--- config.mk ---
export PLATFORM = sky130hd
export DESIGN_NAME = risc16b_dbus_io_flat
export DESIGN_NICKNAME = d
export VERILOG_FILES = /design/src/rtl/risc16b_dbus_io_pkg.sv /design/src/rtl/risc16b_dbus_io_if.sv /design/src/rtl/risc16b_dbus_io_tx_fifo.sv /design/src/rtl/risc16b_dbus_io.sv /design/src/flat_wrapper.sv
export SDC_FILE = /design/constraint.sdc
export NUM_CORES = 1
export LEC_CHECK = 0
export BUFFER_PORTS_ARGS = -buffer_cell sky130_fd_sc_hd__buf_2
export CAP_MARGIN = 15
export CORE_MARGIN = 5
export CORE_UTILIZATION = 50
export CTS_BUF_LIST = sky130_fd_sc_hd__clkbuf_8
export DETAILED_ROUTE_END_ITERATION = 8
export PLACE_DENSITY = 0.69
export REMOVE_ABC_BUFFERS = 1
export SYNTH_ARGS = -nofsm -noshare
export SYNTH_HDL_FRONTEND = slang
export SYNTH_SLANG_ARGS = --single-unit
--- constraint.sdc ---
create_clock -name clk -period 3.29 [get_ports clk]
set_clock_uncertainty 0.05 [all_clocks]
set_input_delay 0.329 -clock clk [delete_from_list [all_inputs] [get_ports clk]]
set_output_delay 0.329 -clock clk [all_outputs]
set_load 0.02 [all_outputs]
--- src/rtl/risc16b_dbus_io_pkg.sv ---
// Shared definitions for the risc16b data-bus I/O responder: register map,
// STATUS/TCTRL bit positions, the UART transmitter state type and a
// byte-lane merge helper.
package risc16b_io_pkg;

  // Register byte offsets inside the 32-byte I/O window
  localparam logic [4:0] IO_TXDATA = 5'h00;
  localparam logic [4:0] IO_STATUS = 5'h02;
  localparam logic [4:0] IO_GPIO   = 5'h04;
  localparam logic [4:0] IO_CYCLE  = 5'h06;
  localparam logic [4:0] IO_TCMP   = 5'h08;
  localparam logic [4:0] IO_TCTRL  = 5'h0A;

  // STATUS bit positions (count occupies bits 7:3)
  localparam int ST_FULL    = 0;
  localparam int ST_BUSY    = 1;
  localparam int ST_OVR     = 2;
  localparam int ST_CNT_LSB = 3;

  // TCTRL bit positions
  localparam int TC_EN   = 0;
  localparam int TC_IE   = 1;
  localparam int TC_FLAG = 2;

  typedef enum logic [1:0] {
    TX_IDLE,
    TX_START,
    TX_DATA,
    TX_STOP
  } tx_state_t;

  // True when the word index selects the register at byte offset off
  function automatic logic is_reg(input logic [3:0] idx, input logic [4:0] off);
    return idx == off[4:1];
  endfunction

  // Big-endian lane merge: we[0] carries bits 15:8, we[1] carries bits 7:0
  function automatic logic [15:0] merge_lanes(input logic [15:0] old_val,
                                              input logic [15:0] data,
                                              input logic [1:0]  we);
    logic [15:0] result;
    result = old_val;
    if (we[0]) result[15:8] = data[15:8];
    if (we[1]) result[7:0]  = data[7:0];
    return result;
  endfunction

endpackage

--- src/rtl/risc16b_dbus_io_if.sv ---
// Data-bus signals between the risc16b core (master) and the I/O
// responder (slave). Read data and hit are combinational from the slave.
interface risc16b_dbus_io_if;
  logic [15:0] d_addr;
  logic        d_oe;
  logic [15:0] d_dout;
  logic [1:0]  d_we;
  logic [15:0] io_rdata;
  logic        io_hit;

  modport master (
    output d_addr, d_oe, d_dout, d_we,
    input  io_rdata, io_hit
  );

  modport slave (
    input  d_addr, d_oe, d_dout, d_we,
    output io_rdata, io_hit
  );
endinterface

--- src/rtl/risc16b_dbus_io_tx_fifo.sv ---
// Synchronous FIFO buffering UART transmit bytes. A push while full is
// dropped even if a pop happens on the same edge; the caller detects the
// drop from full.
module io_tx_fifo #(
  parameter int DEPTH = 8,
  parameter int WIDTH = 8
) (
  input  logic                     clk,
  input  logic                     rst,
  input  logic                     push,
  input  logic                     pop,
  input  logic [WIDTH-1:0]         din,
  output logic [WIDTH-1:0]         dout,
  output logic [$clog2(DEPTH):0]   cnt,
  output logic                     full,
  output logic                     empty
);

  localparam int AW = $clog2(DEPTH);
  localparam int CW = AW + 1;

  logic [WIDTH-1:0] mem [DEPTH];
  logic [AW-1:0]    wr_ptr;
  logic [AW-1:0]    rd_ptr;
  logic             push_ok;
  logic             pop_ok;

  assign full    = (cnt == CW'(DEPTH));
  assign empty   = (cnt == '0);
  assign push_ok = push & ~full;
  assign pop_ok  = pop & ~empty;
  assign dout    = mem[rd_ptr];

  // Storage array; contents need no reset since cnt gates visibility
  always_ff @(posedge clk) begin
    if (push_ok) mem[wr_ptr] <= din;
  end

  // Pointer and occupancy bookkeeping
  always_ff @(posedge clk or posedge rst) begin
    if (rst) begin
      wr_ptr <= '0;
      rd_ptr <= '0;
      cnt    <= '0;
    end else begin
      if (push_ok) wr_ptr <= wr_ptr + 1'b1;
      if (pop_ok)  rd_ptr <= rd_ptr + 1'b1;
      case ({push_ok, pop_ok})
        2'b10:   cnt <= cnt + 1'b1;
        2'b01:   cnt <= cnt - 1'b1;
        default: cnt <= cnt;
      endcase
    end
  end

endmodule

--- src/rtl/risc16b_dbus_io.sv ---
// Memory-mapped I/O responder for the risc16b data bus: UART transmitter
// (8N1, FIFO buffered), GPIO output register, free-running cycle counter
// and a compare timer. Reads are combinational, writes land on the next edge.
module risc16b_dbus_io
  import risc16b_io_pkg::*;
#(
  parameter logic [15:0] BASE_ADDR  = 16'hFF00,
  parameter int          CLK_DIV    = 434,
  parameter int          FIFO_DEPTH = 8
) (
  input  logic                    clk,
  input  logic                    rst,
  risc16b_dbus_io_if.slave        bus,
  output logic                    txd,
  output logic [15:0]             gpio_out,
  output logic                    irq
);

  localparam int BW = (CLK_DIV > 2) ? $clog2(CLK_DIV) : 1;
  localparam int FW = $clog2(FIFO_DEPTH) + 1;

  logic [3:0]    idx;
  logic          hit;
  logic          wr;
  logic [15:0]   rdata;

  logic [15:0]   cycle;
  logic [15:0]   tcmp;
  logic          t_en;
  logic          t_ie;
  logic          t_flag;
  logic          ovr;

  logic          fifo_push;
  logic          fifo_pop;
  logic [7:0]    fifo_din;
  logic [7:0]    fifo_dout;
  logic [FW-1:0] fifo_cnt;
  logic          fifo_full;
  logic          fifo_empty;
  logic [4:0]    cnt5;

  tx_state_t     state;
  logic [BW-1:0] baud;
  logic [2:0]    bit_cnt;
  logic [7:0]    shreg;
  logic          busy;

  logic          unused_bits;

  assign idx   = bus.d_addr[4:1];
  assign hit   = (bus.d_addr[15:5] == BASE_ADDR[15:5]) & (bus.d_oe | (|bus.d_we));
  assign wr    = hit & (|bus.d_we);
  assign busy  = (state != TX_IDLE);
  assign cnt5  = 5'(fifo_cnt);
  assign irq   = t_flag & t_ie;
  assign unused_bits = bus.d_addr[0];

  assign bus.io_hit   = hit;
  assign bus.io_rdata = rdata;

  // An even-byte store pushes the high byte; odd-byte or word stores push the low byte
  assign fifo_push = wr & is_reg(idx, IO_TXDATA);
  assign fifo_din  = (bus.d_we == 2'b01) ? bus.d_dout[15:8] : bus.d_dout[7:0];
  assign fifo_pop  = (state == TX_IDLE) & ~fifo_empty;

  io_tx_fifo #(
    .DEPTH (FIFO_DEPTH),
    .WIDTH (8)
  ) u_fifo (
    .clk   (clk),
    .rst   (rst),
    .push  (fifo_push),
    .pop   (fifo_pop),
    .din   (fifo_din),
    .dout  (fifo_dout),
    .cnt   (fifo_cnt),
    .full  (fifo_full),
    .empty (fifo_empty)
  );

  // Read mux: only a load that hits the window returns data, everything else reads zero
  always_comb begin
    rdata = 16'h0000;
    if (hit && bus.d_oe) begin
      case (1'b1)
        is_reg(idx, IO_STATUS): rdata = {8'h00, cnt5, ovr, busy, fifo_full};
        is_reg(idx, IO_GPIO):   rdata = gpio_out;
        is_reg(idx, IO_CYCLE):  rdata = cycle;
        is_reg(idx, IO_TCMP):   rdata = tcmp;
        is_reg(idx, IO_TCTRL):  rdata = {13'h0000, t_flag, t_ie, t_en};
        default:                rdata = 16'h0000;
      endcase
    end
  end

  // Sticky overrun: a push into a full FIFO sets it, writing STATUS bit 2 clears it
  always_ff @(posedge clk or posedge rst) begin
    if (rst) begin
      ovr <= 1'b0;
    end else if (fifo_push && fifo_full) begin
      ovr <= 1'b1;
    end else if (wr && is_reg(idx, IO_STATUS) && bus.d_we[1] && bus.d_dout[ST_OVR]) begin
      ovr <= 1'b0;
    end
  end

  // GPIO, cycle counter and compare timer; a timer hit outranks a flag clear
  always_ff @(posedge clk or posedge rst) begin
    if (rst) begin
      gpio_out <= 16'h0000;
      cycle    <= 16'h0000;
      tcmp     <= 16'h0000;
      t_en     <= 1'b0;
      t_ie     <= 1'b0;
      t_flag   <= 1'b0;
    end else begin
      if (wr && is_reg(idx, IO_GPIO))
        gpio_out <= merge_lanes(gpio_out, bus.d_dout, bus.d_we);

      if (wr && is_reg(idx, IO_CYCLE))
        cycle <= merge_lanes(cycle, bus.d_dout, bus.d_we);
      else
        cycle <= cycle + 1'b1;

      if (wr && is_reg(idx, IO_TCMP))
        tcmp <= merge_lanes(tcmp, bus.d_dout, bus.d_we);

      if (wr && is_reg(idx, IO_TCTRL) && bus.d_we[1]) begin
        t_en <= bus.d_dout[TC_EN];
        t_ie <= bus.d_dout[TC_IE];
      end

      if (t_en && (cycle == tcmp))
        t_flag <= 1'b1;
      else if (wr && is_reg(idx, IO_TCTRL) && bus.d_we[1] && bus.d_dout[TC_FLAG])
        t_flag <= 1'b0;
    end
  end

  // UART transmit FSM: start bit, 8 data bits LSB first, stop bit, each CLK_DIV clocks
  always_ff @(posedge clk or posedge rst) begin
    if (rst) begin
      state   <= TX_IDLE;
      baud    <= '0;
      bit_cnt <= 3'd0;
      shreg   <= 8'h00;
      txd     <= 1'b1;
    end else begin
      case (state)
        TX_IDLE: begin
          txd <= 1'b1;
          if (!fifo_empty) begin
            shreg <= fifo_dout;
            baud  <= BW'(CLK_DIV - 1);
            txd   <= 1'b0;
            state <= TX_START;
          end
        end
        TX_START: begin
          if (baud == '0) begin
            baud    <= BW'(CLK_DIV - 1);
            bit_cnt <= 3'd0;
            txd     <= shreg[0];
            state   <= TX_DATA;
          end else begin
            baud <= baud - 1'b1;
          end
        end
        TX_DATA: begin
          if (baud == '0) begin
            baud <= BW'(CLK_DIV - 1);
            if (bit_cnt == 3'd7) begin
              txd   <= 1'b1;
              state <= TX_STOP;
            end else begin
              bit_cnt <= bit_cnt + 1'b1;
              txd     <= shreg[1];
              shreg   <= {1'b0, shreg[7:1]};
            end
          end else begin
            baud <= baud - 1'b1;
          end
        end
        TX_STOP: begin
          txd <= 1'b1;
          if (baud == '0)
            state <= TX_IDLE;
          else
            baud <= baud - 1'b1;
        end
        default: begin
          txd   <= 1'b1;
          state <= TX_IDLE;
        end
      endcase
    end
  end

endmodule
--- src/flat_wrapper.sv ---
// flat-port wrapper written by rule: the top's interface ports become plain ports
module risc16b_dbus_io_flat import risc16b_io_pkg::*;
#(
  parameter logic [15:0] BASE_ADDR  = 16'hFF00,
  parameter int          CLK_DIV    = 434,
  parameter int          FIFO_DEPTH = 8
)
  (clk, rst, txd, gpio_out, irq, bus_d_addr, bus_d_oe, bus_d_dout, bus_d_we, bus_io_rdata, bus_io_hit);
  risc16b_dbus_io_if bus_i ();
  input  logic clk;
  input  logic rst;
  output logic txd;
  output logic [15:0] gpio_out;
  output logic irq;
  input wire logic [$bits(bus_i.d_addr)-1:0] bus_d_addr;
  input wire logic [$bits(bus_i.d_oe)-1:0] bus_d_oe;
  input wire logic [$bits(bus_i.d_dout)-1:0] bus_d_dout;
  input wire logic [$bits(bus_i.d_we)-1:0] bus_d_we;
  output wire logic [$bits(bus_i.io_rdata)-1:0] bus_io_rdata;
  output wire logic [$bits(bus_i.io_hit)-1:0] bus_io_hit;
  assign bus_i.d_addr = bus_d_addr;
  assign bus_i.d_oe = bus_d_oe;
  assign bus_i.d_dout = bus_d_dout;
  assign bus_i.d_we = bus_d_we;
  assign bus_io_rdata = bus_i.io_rdata;
  assign bus_io_hit = bus_i.io_hit;
  risc16b_dbus_io #(.BASE_ADDR(BASE_ADDR), .CLK_DIV(CLK_DIV), .FIFO_DEPTH(FIFO_DEPTH)) u_core (.clk(clk), .rst(rst), .bus(bus_i), .txd(txd), .gpio_out(gpio_out), .irq(irq));
endmodule
==> flow_summary.yaml <==
run_status:
  status: "finished with violations"
  violations: "negative hold slack"
cells_and_area:
  diodes: 0
  layout-drive-gt1-share_pct: 27.7
  syn_to_final_growth_pct: 14.5
  mostFrequentLayoutCell: "dfrtp_1"
  fillers: 1180
  finalNonFillerCells: 894
  final_nets: 747
  final_cell_mix: "84 x dfrtp_1, 70 x buf_2, 64 x edfxtp_1"
setup_path:
  r2r-start: "u_core.baud[0]$_DFFE_PP0P_"
  start_kind: "flip-flop"
  worstRegToRegCells: 7
  critPathMaxFanout: 12
  cp.required_ns: 3.55
  reg2reg_slack_ns: 0.61
  r2r-end: "u_core.shreg[4]$_DFFE_PP0P_"
  critPathKind: "flip-flop to flip-flop"
  crit_path_end_kind: "flip-flop"
  cp.arrival_ns: 2.94
die:
  die_w_um: 132
  die-area_um2: 17400
  row_count: 44
  die_height_um: 132
  io_pins: 72
  initial_core_util_pct: 51.1
  design.core.area_um2: 14600
timing:
  final.setup.tns_ns: 0
  fin_crit_ns: 2.68
  max-slew-margin-rel_pct: 35.6
  hold_viol_final: 4
  grt_setup_unrepaired: "no"
  report.final.setup_viol: 0
  fmax_mhz: 373
  slew_violations: 0
  finalCritPeriodShare_pct: 81.5
  tightest_slew_ns: 0.967
  hold_ws_ns: -0.0196
synthesis:
  synth_top_area_share_pct: 28.2
  yosysWarnings: 0
  synth.cell_area_um2: 7450
  avgSynthCellArea_um2: 12.0
  synth-seq-cells: 149
  ys_seq_area_share_pct: 54.4
  synthCells: 622
  synthFlopType: "dfrtp_1"
  synth_area_leaders: "dfrtp_1 28%, edfxtp_1 26%, mux2_2 7.7%, mux2i_1 3.5%, ha_1 2.2%"
  netlist-cell-type-count: 61
  yosys.area.top_type: "dfrtp_1"
  synth_edf_count: 64
  async_reset_ff_share_pct: 57.0
detailed_routing:
  vias: 5615
  via_per_inst: 6.28
  drtIter0Drc: 581
  drc: 0
  routed_wl_um: 18200
  wire_per_inst_um: 20.4
  firstDrtPassIters: 5
  ant_nets: 0
clocking:
  clk_latency_ns: 0.45
  cts_root_buf: "clkbuf_8"
  path_clk_slew_ns: 0.08
  cts_buffer_depth: 2
  cts_setup_buffers: 0
  tritoncts: "built"
  ctsHoldBuffers: 0
  cts_num_sinks: 149
  cts_resized: 0
  cts_made_buffers: 17
  htree_levels: 4
placement:
  place_hpwl_um: 13100
  dpl.cell_count: 862
  port_buffers: 70
  gp_congestion: 0.908
grt:
  grt_use_total_pct: 21.3
  grt_pass1_vias: 5723
  grt_pass1_wl_um: 29700
  grt-ovfl-total: 0
  grt_max_degree: 53
  antenna_found_initial: 0
power_and_ir_drop:
  power_mw: 5.93
  powerDensity_nw_per_um2: 695
  leakage_nw: 3.50
  ir_drop_mv: 0.343
run:
  drv_cap: 0
worst_hold_path:
  hp-class: "input port to async pin"
cell type report:
| cell class | instances | area, µm² | share of cell area [%] |
|---|---|---|---|
| Sequential cell | 149 | 4050 | 47.5 |
| Multi-Input combinational cell | 425 | 3230 | 37.8 |
| Timing Repair Buffer | 91 | 520 | 6.10 |
| Clock buffer | 22 | 303 | 3.55 |
| Tap cell | 184 | 230 | 2.70 |
| Clock inverter | 10 | 150 | 1.76 |
| Inverter | 13 | 50.0 | 0.587 |
stage by stage:
| stage | cell area [µm²] | setup slack (ns) | util (%) | hold slack, ns |
|---|---|---|---|---|
| final | 8530 | 0.607 | 58.5 | -0.0196 |
| after CTS | 8530 | 0.593 | 58.5 | 0.0118 |
| after floorplan | 7310 | -0.0835 | - | 0.388 |
| after global routing | 8530 | 0.442 | 58.5 | 0.0616 |
| after global placement | 8080 | 0.418 | 55.4 | 0.412 |
| after detailed placement | 8080 | 0.331 | 55.4 | 0.427 |
cells in the mapped netlist, drive strengths merged (5+ instances only):
library cell / count
inv: 13
a22o: 7
xor2: 9
buf: 7
o21ai: 10
dfrtp: 84
nor4: 5
o221a: 7
o22a: 5
nand2: 35
or3: 6
a21oi: 28
mux2: 51
nand2b: 6
nand3: 20
edfxtp: 64
a32oi: 7
ha: 13
nor2b: 5
nor3: 17
xnor2: 17
a222oi: 15
o311ai: 6
a22oi: 16
nor2: 43
clkbuf: 28
mux2i: 26
nand4: 12
critical path, cell delays in order (launching register included):
cell and delay [ns]:
dfrtp_1 0.41, inv_1 0.07, ha_1 0.21, or3b_2 0.51, or3_1 0.43, a211o_1 0.50, a32oi_1 0.23, o311ai_1 0.12
metal layers:
| layer | part of all wire, % | vias up | track usage, % |
|---|---|---|---|
| met5 | 0 | - | 0 |
| met4 | 3.4 | 0 | 9.94 |
| met3 | 5.8 | 44 | 4.89 |
| met2 | 49 | 211 | 34.6 |
| met1 | 41 | 2819 | 27.0 |
| li1 | - | 2541 | - |
how the worst max path moves through the flow:
stage | cells past startpoint | from | endpoint
floorplan | 5 | bus_d_addr[2] | u_core.cycle[0]$_DFFE_PP0P_
global placement | 12 | bus_d_addr[6] | u_core.u_fifo.cnt[2]$_DFFE_PP0P_
detailed placement | 12 | bus_d_addr[6] | u_core.u_fifo.cnt[2]$_DFFE_PP0P_
CTS | 7 | u_core.baud[0]$_DFFE_PP0P_ | u_core.shreg[4]$_DFFE_PP0P_
global route | 7 | u_core.baud[0]$_DFFE_PP0P_ | u_core.shreg[4]$_DFFE_PP0P_
finish | 7 | u_core.baud[0]$_DFFE_PP0P_ | u_core.shreg[4]$_DFFE_PP0P_
where the power goes:
part	switching [mW]	internal, mW	total [mW]
Clock	0.677	0.920	1.60
Sequential	0.343	2.18	2.52
Combinational	0.954	0.854	1.81
kinds of logic after synthesis:
| kind of cell | Yosys count | share of synthesized area, % |
|---|---|---|
| AO/OA/AOI/OAI | 130 | 13.3 |
| XOR/XNOR | 26 | 3.06 |
| adder cells (fa/ha/maj) | 13 | 2.18 |
| buffers and inverters | 48 | 2.57 |
| flip-flops | 149 | 54.4 |
| multiplexers | 81 | 12.4 |
| AND/OR/NAND/NOR | 175 | 12.2 |
state kept, by name, indices dropped and copies added (netlist names), 2 cells and up:
| name | count |
|---|---|
| u_core.u_fifo.rd_ptr | 3 |
| u_core.gpio_out | 16 |
| u_core.u_fifo.wr_ptr | 3 |
| u_core.state | 2 |
| u_core.cycle | 16 |
| u_core.tcmp | 16 |
| u_core.bit_cnt | 3 |
| u_core.shreg | 8 |
| u_core.u_fifo.cnt | 4 |
| u_core.u_fifo.mem | 64 |
| u_core.baud | 9 |
(Power assumes the default switching activity.)
